## config.mk

```make
export PLATFORM = sky130hd
export DESIGN_NAME = logic_sync_filter
export DESIGN_NICKNAME = d
export VERILOG_FILES = /design/src/rtl/logic_sync_filter.sv
export SDC_FILE = /design/constraint.sdc
export NUM_CORES = 1
export LEC_CHECK = 0
export ABC_AREA = 1
export BUFFER_PORTS_ARGS = -buffer_cell sky130_fd_sc_hd__buf_2
export CORE_ASPECT_RATIO = 1.75
export CORE_MARGIN = 2
export CORE_UTILIZATION = 30
export DETAILED_ROUTE_END_ITERATION = 7
export PLACE_DENSITY = 0.57
export SLEW_MARGIN = 10
export SYNTH_ARGS = -nofsm -noshare
export SYNTH_HDL_FRONTEND = slang
export SYNTH_SLANG_ARGS = --single-unit
```

## constraint.sdc

```tcl
create_clock -name aclk -period 2.2 [get_ports aclk]
set_input_delay 0.66 -clock aclk [delete_from_list [all_inputs] [get_ports aclk]]
set_output_delay 0.66 -clock aclk [all_outputs]
set_load 0.01 [all_outputs]
```

## src/rtl/logic_sync_filter.sv

```systemverilog
// logic_sync_filter: per-bit CDC synchroniser, whole-vector stability filter and a one-entry
// change-event channel with sticky overflow. Define LOGIC_SYNC_EDGE_EN for m_rise/m_fall pulses.
module logic_sync_filter #(
    parameter int DATA_BITS     = 32,
    parameter int SYNC_STAGES   = 4,
    parameter int STABLE_CYCLES = 8
) (
    input  logic                 aclk,
    input  logic                 aresetn,
    input  logic [DATA_BITS-1:0] s_data,
    output logic [DATA_BITS-1:0] m_level,
    output logic                 m_evt_valid,
    input  logic                 m_evt_ready,
    output logic [DATA_BITS-1:0] m_evt_data,
    output logic                 m_ovf,
`ifdef LOGIC_SYNC_EDGE_EN
    output logic [DATA_BITS-1:0] m_rise,
    output logic [DATA_BITS-1:0] m_fall,
`endif
    input  logic                 ovf_clr
);

    localparam int CNT_W = $clog2(STABLE_CYCLES + 1);
    localparam logic [CNT_W-1:0] CNT_MAX = CNT_W'(STABLE_CYCLES - 1);

    logic [SYNC_STAGES-1:0][DATA_BITS-1:0] sync;
    logic [DATA_BITS-1:0]                  samp;
    logic [DATA_BITS-1:0]                  cand;
    logic [CNT_W-1:0]                      cnt;
    logic                                  accept;
    logic                                  drop;

    assign samp = sync[SYNC_STAGES-1];

    // Once cand matches m_level the saturated counter can no longer re-accept the same value.
    assign accept = (samp == cand) && (cnt == CNT_MAX) && (cand != m_level);
    assign drop   = accept && m_evt_valid && !m_evt_ready;

    always_ff @(posedge aclk or negedge aresetn) begin
        if (!aresetn) begin
            sync <= '0;
        end else begin
            sync <= {sync[SYNC_STAGES-2:0], s_data};
        end
    end

    always_ff @(posedge aclk or negedge aresetn) begin
        if (!aresetn) begin
            cand <= '0;
            cnt  <= '0;
        end else if (samp != cand) begin
            cand <= samp;
            cnt  <= '0;
        end else if (cnt < CNT_MAX) begin
            cnt <= cnt + CNT_W'(1);
        end
    end

    always_ff @(posedge aclk or negedge aresetn) begin
        if (!aresetn) begin
            m_level <= '0;
        end else if (accept) begin
            m_level <= cand;
        end
    end

    // A handshake in the accept cycle frees the slot, so the new event loads without overflow.
    always_ff @(posedge aclk or negedge aresetn) begin
        if (!aresetn) begin
            m_evt_valid <= 1'b0;
            m_evt_data  <= '0;
        end else if (accept && !drop) begin
            m_evt_valid <= 1'b1;
            m_evt_data  <= cand;
        end else if (m_evt_valid && m_evt_ready) begin
            m_evt_valid <= 1'b0;
        end
    end

    always_ff @(posedge aclk or negedge aresetn) begin
        if (!aresetn) begin
            m_ovf <= 1'b0;
        end else if (drop) begin
            m_ovf <= 1'b1;
        end else if (ovf_clr) begin
            m_ovf <= 1'b0;
        end
    end

`ifdef LOGIC_SYNC_EDGE_EN
    always_ff @(posedge aclk or negedge aresetn) begin
        if (!aresetn) begin
            m_rise <= '0;
            m_fall <= '0;
        end else if (accept) begin
            m_rise <= cand & ~m_level;
            m_fall <= ~cand & m_level;
        end else begin
            m_rise <= '0;
            m_fall <= '0;
        end
    end
`endif

endmodule
```

[Word-level counts from Yosys, hierarchy flattened]
Index checks and enable logic that the tools add are counted.
Storage, ports and cells
  word-level logic and storage cells: 33
  flip-flop bits (word level): 230
  output and inout port bits: 66
Operators by class
  eq/ne operators: 4
  reduce and logical (&&, ||, !) cells: 11
  $add $sub $neg: 1
  multiplexer cells: 6
  order comparisons: 1
Operators by type and width (count)
  $ne A32 B32 Y1: 2
  $eq A32 B32 Y1: 1
  $mux W4: 2
  $logic_and A1 B1 Y1: 6
  $reduce_bool A2 Y1: 3
  $add A4 B1 Y4 const B: 1
  $eq A4 B3 Y1 const B: 1
  $lt A4 B3 Y1 const B: 1
  $mux W1: 4
  $logic_not A1 Y1: 2

[Longest topological paths before layout]
Gate-level depths: netlist of run 1.
  word-level depth: 8
  gate-level depth with buffers: 14
  mapped depth without buffers: 13

[Worst setup path after synthesis of run 1]
OpenSTA, ideal clock, no wires.
  path kind: register -> register
  start: reg cand[11]
  end: reg m_level[11]
  buffers on the path: 3
  setup slack: 490 ps
  arrival: 1594 ps
  stages on the path, launching flop included: 13
  required time: 2083 ps
  path through: dfrtp_1 > clkbuf_2 > xor2_1 > nor2_1 > nand2_1 > nor2_1 > nand2_1 > nor2_4 > nand3_2 > buf_6 > buf_2 > nand2_1 > nand2_1
On the way
  word-level cells in the longest chain between the ends: 3
  elaborated cells between the ends (all ways): 4
Ends and longest elaborated chain
  start: declaration: line 28  | logic [DATA_BITS-1:0] cand;
  start signal: assignment: line 52  | cand <= samp;
  $eq A32 B32 Y1: line 36  | assign accept = (samp == cand) && (cnt == CNT_MAX) && (cand != m_level);
  $logic_and A1 B1 Y1 (2 in a row): line 36
  end signal: assignment: line 63  | m_level <= cand;
  end: declaration: line 11  | output logic [DATA_BITS-1:0] m_level,
Parallel ways exist; a longest one is shown, timed or not.
A chain may end at the register's enable or synchronous reset.

[Worst setup path in the final report of run 1]
  start: reg cand[4]
  end: reg m_evt_data[29]
On the way
  word-level cells in the longest chain between the ends: 7
  elaborated cells between the ends (all ways): 8
Ends and longest elaborated chain
  $eq A32 B32 Y1: line 36
  $logic_and A1 B1 Y1: line 36
  $logic_and A1 B1 Y1 *: line 36
  $logic_and A1 B1 Y1 (2 in a row): line 37  | assign drop = accept && m_evt_valid && !m_evt_ready;
  $logic_not A1 Y1: line 72  | end else if (accept && !drop) begin
  $logic_and A1 B1 Y1 *: line 72
  end signal: assignment: line 74  | m_evt_data <= cand;
  end: declaration: line 14  | output logic [DATA_BITS-1:0] m_evt_data,
Every way passes the cells marked *; elsewhere a longest branch is shown, timed or not.

==> results.yml, run 1 <==
status:
  status: "finished, final reports clean"
layout:
  final_common_cell: "nand2_1"
  layout_common_cells: "253 x nand2_1, 230 x dfrtp_1, 100 x buf_2"
  antennaDiodeCount: 0
  nets: 897
  final_cells: 1243
  area_growth_syn_to_layout_pct: 20.1
  fillers: 2664
  post_route_cells_drive_above_1_share_pct: 18.3
sta:
  hold_violations: 0
  slew-limit-headroom_pct: 73.4
  setup_viol: 0
  finalClockSkew_ns: 0.00867
  max_slew.worst_pin.slew_ns: 0.398
  tns_ns: 0
  period_share_pct: 88.4
  timing.final.ws_setup_ns: 0.254
  rsz0062_at_grt: "false"
  drv_slew: 0
  period_needed_ns: 1.95
  fmax_ghz: 0.514
  hold_ws_ns: 0.0564
clock_network:
  cts_setup_buffers: 0
  clockRootBuffer: "clkbuf_16"
  cts_tree: "done"
  hold_buffers: 0
  path_clk_slew_ns: 0.07
  cts_buffers: 22
  clock-sinks: 230
  cts_buffer_depth: 3
  insertion_delay_ns: 0.51
  ctsHtreeMaxLevel: 1
  postCtsResizedCells: 0
setup_path:
  reg2reg_from: "cand[4]"
  path_class: "reg2reg"
  ff2ff_setup_slack_ns: 0.25
  reg2reg_depth: 10
  crit_end: "m_evt_data[29]"
  required_ns: 2.65
  crit_start: "cand[4]"
  worstPathArrival_ns: 2.39
  endpoint_kind: "register"
  start_kind: "register"
  critical_path.max_fanout: 13
  rr_endpoint: "m_evt_data[29]"
drt:
  first_pass_iters: 4
  vias_per_cell: 4.00
  dr_total_vias: 4969
  antenna_left: 0
  route.detailed.drc: 0
  drt-initial-drc-count: 232
  routedWlPerCell_um: 14.1
  wl_mm: 17.6
synthesis:
  synth_enable_flop_cells: 0
  ys_warn_count: 0
  syn_area_sq_um: 8230
  synth.distinct_cells: 23
  netlist_instances: 775
  yosysSeqAreaShare_pct: 70.0
  postSynth.asyncResetShare_pct: 100
  synth_ff_type: "dfrtp_1"
  synth-seq-cells: 230
  synthXorXnorAreaFrac_pct: 5.54
  synth_mux_area_share_pct: 0
  syn_area_per_cell_sq_um: 10.6
  synthSimpleGateAreaFrac_pct: 16.2
  synth_adder_area_share_pct: 0.152
  syn_nets: 812
  synth_top_family_by_area: "simple AND/OR/NAND/NOR gates"
  synth-compound-area-share_pct: 1.76
hold_path:
  hold_path.class: "in2async"
global_route:
  track_usage_pct: 12.8
  gr-total-overflow: 0
  grt_pass1_wl_mm: 28.2
  grt_pass1_vias: 5260
  grt_start_max_net_pins: 61
  grt_antenna_before_repair: 0
floorplanning:
  top_level_ports: 102
  coreArea_sq_um: 27100
  die_area_sq_um: 28800
  rows: 80
  start_util_pct: 30.3
  fp.dieW_um: 129
  dieHeight_um: 223
placed_design:
  portBuffers: 101
  hpwl_mm: 12.7
  post-place-ws_ns: 0.247
  place_inst: 1205
  place_congestion: 0.820
power:
  combPwrFrac_pct: 3.7
  clockPowerShare_pct: 44.6
  leakagePower_nw: 5.05
  powerDensity_nw_per_um2: 875
  p_int_w: 0.00672
  ir_drop_mv: 0.423
  totalPowerFinal_w: 0.00864
  seq_power_share_pct: 51.8
  switching_power_w: 0.00193
  switching_share_pct: 22.3
run:
  drv_cap: 0
## critical path, stage by stage, from the launching register on
cell and delay, ns:
dfrtp_1 0.45, xnor2_1 0.33, nand2_1 0.10, nor2_1 0.10, nand2_1 0.06, nor2_1 0.10
nand3_1 0.10, nor2_2 0.22, buf_4 0.25, nand3_1 0.09, nand2_1 0.08
## routing by layer
layer / vias to the layer above / global-route usage [%] / share of wire [%]
met2: 99 / 23.3 / 54
met4: 0 / 6.03 / 3.5
li1: 2485 / - / -
met3: 30 / 3.21 / 5.7
met5: - / 0 / 0
met1: 2355 / 13.6 / 36
## worst min path at each step
stage / cells past startpoint / to / slack, ns
2_1_floorplan: 0 / samp[0] / 0.33
3_3_place_gp: 0 / sync[65] / 0.33
3_5_place_dp: 0 / samp[16] / 0.33
4_1_cts: 1 / sync[45] / 0.05
5_1_grt: 1 / sync[50] / 0.07
6_report: 1 / sync[50] / 0.06
## layout make-up
class                   count  area, sq um  share of cell area [%]
flip-flops and latches    230         5760                    58.3
inverters                  70          263                    2.66
repair buffers            118          706                    7.14
multi-input cells         418         1950                    19.8
clock inverters            13          138                    1.39
clock buffers              25          603                    6.11
well taps                 369          462                    4.67
## metrics by stage
| stage | instance area, sq um | util (%) |
|---|---|---|
| 3_3_place_gp | 9140 | 33.7 |
| 5_1_grt | 9880 | 36.4 |
| 6_report | 9880 | 36.4 |
| 3_5_place_dp | 9140 | 33.7 |
| 4_1_cts | 9880 | 36.4 |
| 2_1_floorplan | 8230 | - |
## logic make-up (layout without fill, tap and decap cells)
| kind of cell | after synthesis | count (layout) |
|---|---|---|
| XOR/XNOR | 52 | 52 |
| flip-flops | 230 | 230 |
| AND/OR/NAND/NOR | 337 | 337 |
| AO/OA/AOI/OAI | 28 | 28 |
| buffers and inverters | 127 | 226 |
| adder cells (fa/ha/maj) | 1 | 1 |
## state kept, by name, indices dropped and copies added, names as in the netlist
signal,cells
cnt,4
cand,32
m_level,32
sync,96
samp,32
m_evt_data,32
m_evt_valid,1
m_ovf,1
## power groups by stage
stage          logic (W)  clock network, W  registers, W
2_1_floorplan   0.000181                 0       0.00452
3_3_place_gp    0.000328                 0       0.00455
3_5_place_dp    0.000332                 0       0.00456
4_1_cts         0.000334           0.00399       0.00448
5_1_grt         0.000371           0.00416       0.00449
6_report        0.000318           0.00385       0.00447
## synthesized netlist by cell type, types with 2 or more instances
master    count  area (sq um)
buf_2         9          45.0
buf_6         3          33.8
clkbuf_1     36           135
clkbuf_2      9          45.0
dfrtp_1     230          5760
inv_1        69           259
nand2_1     253           950
nand3_1      36           180
nand4_1       2          12.5
nor2_1       40           150
nor3_1        2          10.0
o21a_1        2          15.0
o21ai_0       5          25.0
o21ai_1      20           100
xnor2_1      36           315
xor2_1       16           140
Note: power is estimated with default switching activity, not from simulation.
==> run 2, diff against run 1 <==
--- a/config.mk
+++ b/config.mk
@@ -5,7 +5,6 @@
 export SDC_FILE = /design/constraint.sdc
 export NUM_CORES = 1
 export LEC_CHECK = 0
-export ABC_AREA = 1
 export BUFFER_PORTS_ARGS = -buffer_cell sky130_fd_sc_hd__buf_2
 export CORE_ASPECT_RATIO = 1.75
 export CORE_MARGIN = 2
==> run 2 against run 1 <==
Against the previous run:
- power down 3.2%
- via count shrank 28%
- wire length decreased by 17%
- synthesized area is 7.4% lower
==> results.yml, run 2 <==
synthesis:
  postSynth.asyncResetShare_pct: 100
  synth.distinct_cells: 23
  syn_area_sq_um: 7610
  syn_nets: 476
  netlist_instances: 439
  synth_ff_type: "dfrtp_1"
  yosysSeqAreaShare_pct: 75.6
  yosysTopAreaCellShare_pct: 75.6
  ys_warn_count: 0
  synth_enable_flop_cells: 0
  yosys.area.top_type: "dfrtp_1"
  ys_top_cells_by_area: "dfrtp_1 76%, xnor2_1 7.5%, mux2_4 5.9%, mux2_2 4.6%, clkbuf_1 1.6%"
  synth.most_common_cell: "dfrtp_1"
  synth-seq-cells: 230
  ys_top_cells_by_count: "230 x dfrtp_1, 65 x xnor2_1, 32 x clkbuf_1"
  syn_area_per_cell_sq_um: 17.3
drt:
  route.detailed.drc: 0
  drt-initial-drc-count: 125
  first_pass_iters: 4
  vias_per_cell: 4.05
  wl_mm: 14.5
  dr_total_vias: 3555
  antenna_left: 0
  routedWlPerCell_um: 16.6
global_route:
  gr-total-overflow: 0
  grt.met2_usage_pct: 20.0
  grt_antenna_before_repair: 0
  track_usage_pct: 11.3
  grt_util_met3_pct: 3.44
  grt_start_max_net_pins: 61
  grt_pass1_wl_mm: 23.5
  grt_pass1_vias: 4088
  met1_usage_pct: 12.3
  grt.busiest_layer: "met2"
sta:
  max_slew.worst_pin.slew_ns: 0.398
  rsz0062_at_grt: "true"
  hold_violations: 0
  period_share_pct: 97.7
  finalClockSkew_ns: 0.0126
  fmax_ghz: 0.465
  hold_ws_ns: 0.0502
  slew-limit-headroom_pct: 73.5
  period_needed_ns: 2.15
  tns_ns: 0
  drv_slew: 0
  setup_viol: 0
clock_network:
  cts_buffer_depth: 3
  ctsHtreeMaxLevel: 1
  path_clk_slew_ns: 0.06
  clock-sinks: 230
  insertion_delay_ns: 0.50
  cts_tree: "done"
  clockRootBuffer: "clkbuf_16"
  cts_buffers: 21
power:
  powerDensity_nw_per_um2: 896
  leakagePower_nw: 4.55
  ir_drop_mv: 0.398
  totalPowerFinal_w: 0.00837
layout:
  regArea_sq_um: 5760
  final_common_cell: "dfrtp_1"
  post_route_cells_drive_above_1_share_pct: 41.1
  multi_input_area_sq_um: 1710
  top_register: "sync"
  nets: 586
  area_growth_syn_to_layout_pct: 22.7
  antennaDiodeCount: 0
  layout_common_cells: "229 x dfrtp_1, 100 x buf_2, 60 x xnor2_1"
  final_cells: 878
  fillers: 2332
  largest_register_ff_count: 96
  post-route-cell-area_sq_um: 9340
floorplanning:
  rows: 77
  die_area_sq_um: 26700
  fp.dieW_um: 124
  dieHeight_um: 215
  start_util_pct: 30.3
  coreArea_sq_um: 25100
  top_level_ports: 102
run:
  drv_cap: 0
placed_design:
  portBuffers: 101
  place_inst: 842
  place_area_sq_um: 8610
  place_congestion: 0.778
  hpwl_mm: 10.6
setup_path:
  critical_path.max_fanout: 16
  reg2reg_depth: 7
  path_class: "reg2reg"
  required_ns: 2.58
  start_kind: "register"
  worstPathArrival_ns: 2.53
  endpoint_kind: "register"
hold_path:
  hold_path.class: "in2async"
status:
  status: "finished, final reports clean"
[run 2: cell count changes in the layout (fill, tap and decap cells not counted), moves of 20 or more]
| cell | previous run | this run |
|---|---|---|
| nand3_1 | 36 | 1 |
| mux2_4 | 0 | 30 |
| o21ai_1 | 20 | 0 |
| xnor2_1 | 36 | 60 |
| nand2_1 | 253 | 2 |
| mux2_2 | 0 | 31 |
| nor2_1 | 39 | 9 |
| inv_1 | 69 | 2 |
[run 2: cell families (layout without fill, tap and decap cells)]
logic type | after synthesis | after routing | synth area share, %
DFF | 230 | 230 | 75.6
xor gates and xnor gates | 65 | 65 | 7.48
muxes | 65 | 65 | 11.1
buffers and inverters | 40 | 163 | 2.56
and+or+nand+nor | 36 | 36 | 2.94
AOI/OAI and AO/OA | 2 | 2 | 0.197
adders and majority gates | 1 | 1 | 0.164
[run 2: final cells by class]
class                      instances  area share, %
tap                              316           4.23
multi-input combinational        169           18.3
clock buffer                      25           5.89
sequential                       230           61.6
inverter                           2         0.0804
timing repair buffer             125           8.38
clock inverter                    11           1.43
[run 2: per-stage QoR]
| step | util, % | setup slack [ns] |
|---|---|---|
| finish | 37.1 | 0.0496 |
| global route | 37.1 | -0.0112 |
| CTS | 37.0 | 0.00421 |
| detailed placement | 34.2 | -0.0393 |
| global placement | 34.2 | 0.00462 |
| floorplan | - | 0.284 |
[run 2: report_power, final]
part           switching (W)  total (W)  internal (W)
sequential         0.0000881    0.00447       0.00438
combinational       0.000138   0.000254      0.000116
clock                0.00150    0.00365       0.00214
total                0.00173    0.00837       0.00663
[run 2: path summary, 6_finish.rpt]
kind | from | endpoint | slack (ns)
worst max-delay path | cand[12] | m_evt_data[7] | 0.05
max in group asynchronous | aresetn | m_evt_data[27] | 1.49
min in group aclk | s_data[20] | sync[20] | 0.26
worst max register to register | cand[12] | m_evt_data[7] | 0.05
worst min-delay path | aresetn | sync[23] | 0.05
worst min register to register | sync[42] | sync[74] | 0.34
[run 2: repair_timing]
action / in CTS / in global routing
pin swaps: 6 / 6
gates resized for setup: 3 / 5
setup buffers: 0 / 0
setup endpoints to repair: 34 / 64
hold buffers: 0 / 0
gates cloned: 0 / 0
[run 2: critical path, stage by stage (launching register included)]
cell and delay [ns]:
dfrtp_1 0.45, xnor2_2 0.21, nand4_1 0.14, nor4_2 0.32
and4_4 0.30, nand3_4 0.10, buf_12 0.18, mux2_4 0.31
[run 2: routing by layer]
layer,vias to the layer above,part of all wire (%)
met5,-,0
met4,0,2.8
met3,24,6.2
met2,79,54
met1,1811,37
li1,1641,-
==> run 3, diff against run 2 <==
--- a/config.mk
+++ b/config.mk
@@ -5,6 +5,7 @@
 export SDC_FILE = /design/constraint.sdc
 export NUM_CORES = 1
 export LEC_CHECK = 0
+export ABC_AREA = 1
 export BUFFER_PORTS_ARGS = -buffer_cell sky130_fd_sc_hd__buf_2
 export CORE_ASPECT_RATIO = 1.75
 export CORE_MARGIN = 2
==> constraint.sdc (replaced) <==
create_clock -name aclk -period 2.3 [get_ports aclk]
set_input_delay 0.69 -clock aclk [delete_from_list [all_inputs] [get_ports aclk]]
set_output_delay 0.69 -clock aclk [all_outputs]
set_load 0.01 [all_outputs]
==> run 3 against run 2 <==
Against the previous run:
- combinational power increased by 19%
- non-clock buffer count decreased by 10
- via count rose by 41%
- clock-buffer cell count up 3
- register-to-register slack better by 0.31 ns
- sequential cell count did not move
- maximum frequency grew 11%
- die area is 7.8% higher
- critical endpoint is now m_evt_data[2]
==> results.yml, run 3 (synthesis results as in run 1) <==
power:
  powerDensity_nw_per_um2: 869
  leakagePower_nw: 5.07
  ir_drop_mv: 0.528
layout:
  antennaDiodeCount: 0
  multi_input_area_sq_um: 1950
  post_route_cells_drive_above_1_share_pct: 17.9
  largest_register_ff_count: 96
  top_register: "sync"
  nets: 894
  regArea_sq_um: 5760
  layout_common_cells: "253 x nand2_1, 230 x dfrtp_1, 100 x buf_2"
  area_growth_syn_to_layout_pct: 20.5
  final_common_cell: "nand2_1"
  fillers: 2707
clock_network:
  cts_buffer_depth: 3
  ctsHtreeMaxLevel: 1
  cts_buffers: 22
  insertion_delay_ns: 0.52
  clock-sinks: 230
  postCtsResizedCells: 0
  hold_buffers: 0
  cts_tree: "done"
  cts_setup_buffers: 0
  clockRootBuffer: "clkbuf_16"
  path_clk_slew_ns: 0.07
global_route:
  grt_start_max_net_pins: 61
  grt_pass1_vias: 5215
  grt_antenna_before_repair: 0
  gr-total-overflow: 0
  track_usage_pct: 12.5
  grt_pass1_wl_mm: 27.7
drt:
  routedWlPerCell_um: 14.0
  vias_per_cell: 4.03
  first_pass_iters: 4
  drt-initial-drc-count: 285
  dr_total_vias: 5003
  antenna_left: 0
  wl_mm: 17.3
  route.detailed.drc: 0
setup_path:
  start_kind: "register"
  critical_path.top_delay_family: "simple AND/OR/NAND/NOR gates"
  cp_slowest_cell: "dfrtp_1"
  crit_buf_inv: 2
  path_class: "reg2reg"
  endpoint_kind: "register"
  cp_cell_sequence: "inv_2 > nand2_1 > nand2_1 > nor2_1 > nand2_1 > nor2_1 > nand2_1 > nor2_4 > nand4_1 > buf_4 > nand2_1 > nand2_1"
  path_common_cell: "nand2_1"
  critical_path.max_fanout: 24
  critPathMaxStageDelay_ns: 0.43
  required_ns: 2.70
  worstPathArrival_ns: 2.35
sta:
  max_slew.worst_pin.slew_ns: 0.443
  slew-limit-headroom_pct: 70.2
  timing.final.ws_setup_ns: 0.358
  rsz0062_at_grt: "false"
  fmax_ghz: 0.515
  tns_ns: 0
  period_share_pct: 84.4
  hold_violations: 0
  drv_slew: 0
  period_needed_ns: 1.94
  setup_viol: 0
  finalClockSkew_ns: 0.0168
placed_design:
  hpwl_mm: 12.5
  portBuffers: 101
  post-place-ws_ns: 0.338
  place_congestion: 0.817
floorplanning:
  rows: 80
  die_area_sq_um: 28800
  start_util_pct: 30.3
  fp.dieW_um: 129
  dieHeight_um: 223
  coreArea_sq_um: 27100
  top_level_ports: 102
run:
  drv_cap: 0
status:
  status: "finished, final reports clean"
hold_path:
  hold_path.class: "in2async"
## run 3: changes by cell type in the layout (fill, tap and decap cells not counted), sizes merged, moves of 3 or more
cell    previous run  this run
buf              125       115
nand4             16         2
nor2               9        41
mux2              64         0
nand3              2        37
xnor2             65        36
inv                3        70
nand2              3       253
clkbuf            25        28
o21ai              0        25
xor2               0        16
## run 3: where the power goes
group          internal [W]  switching (W)
clock               0.00249        0.00155
sequential          0.00419      0.0000919
combinational      0.000114       0.000189
## run 3: final timing paths
path | from | to | slack, ns | cells past startpoint
max | cand[17] | m_evt_data[2] | 0.36 | 12
min in group aclk | s_data[22] | sync[22] | 0.28 | 1
max reg2reg | cand[17] | m_evt_data[2] | 0.36 | 12
min | aresetn | sync[18] | 0.08 | 1
min reg2reg | sync[62] | sync[94] | 0.34 | 0
max in group asynchronous | aresetn | sync[29] | 1.54 | 2
## run 3: cell type report
| type | count | area share [%] |
|---|---|---|
| Clock inverter | 11 | 1.92 |
| Multi-Input combinational cell | 418 | 19.7 |
| Timing Repair Buffer | 115 | 6.76 |
| Clock buffer | 28 | 6.30 |
| Sequential cell | 230 | 58.0 |
| Tap cell | 369 | 4.66 |
| Inverter | 70 | 2.65 |
## run 3: layer usage
| metal | track usage, % | part of all wire [%] | vias up |
|---|---|---|---|
| met5 | 0 | 0 | - |
| met4 | 6.80 | 4.7 | 0 |
| met3 | 2.88 | 5.4 | 43 |
| met2 | 22.5 | 53 | 104 |
| met1 | 13.3 | 36 | 2381 |
| li1 | - | - | 2475 |
## run 3: through the flow
stage	area, sq um	power [W]	hold slack, ns	std cells	utilization, %
after floorplan	8230	0.00449	0.331	775	-
after global routing	9920	0.00895	0.105	1241	36.6
after global placement	9100	0.00467	0.331	1202	33.6
after detailed placement	9100	0.00467	0.335	1202	33.6
after CTS	9920	0.00876	0.0815	1241	36.6
final	9920	0.00862	0.0777	1241	36.6
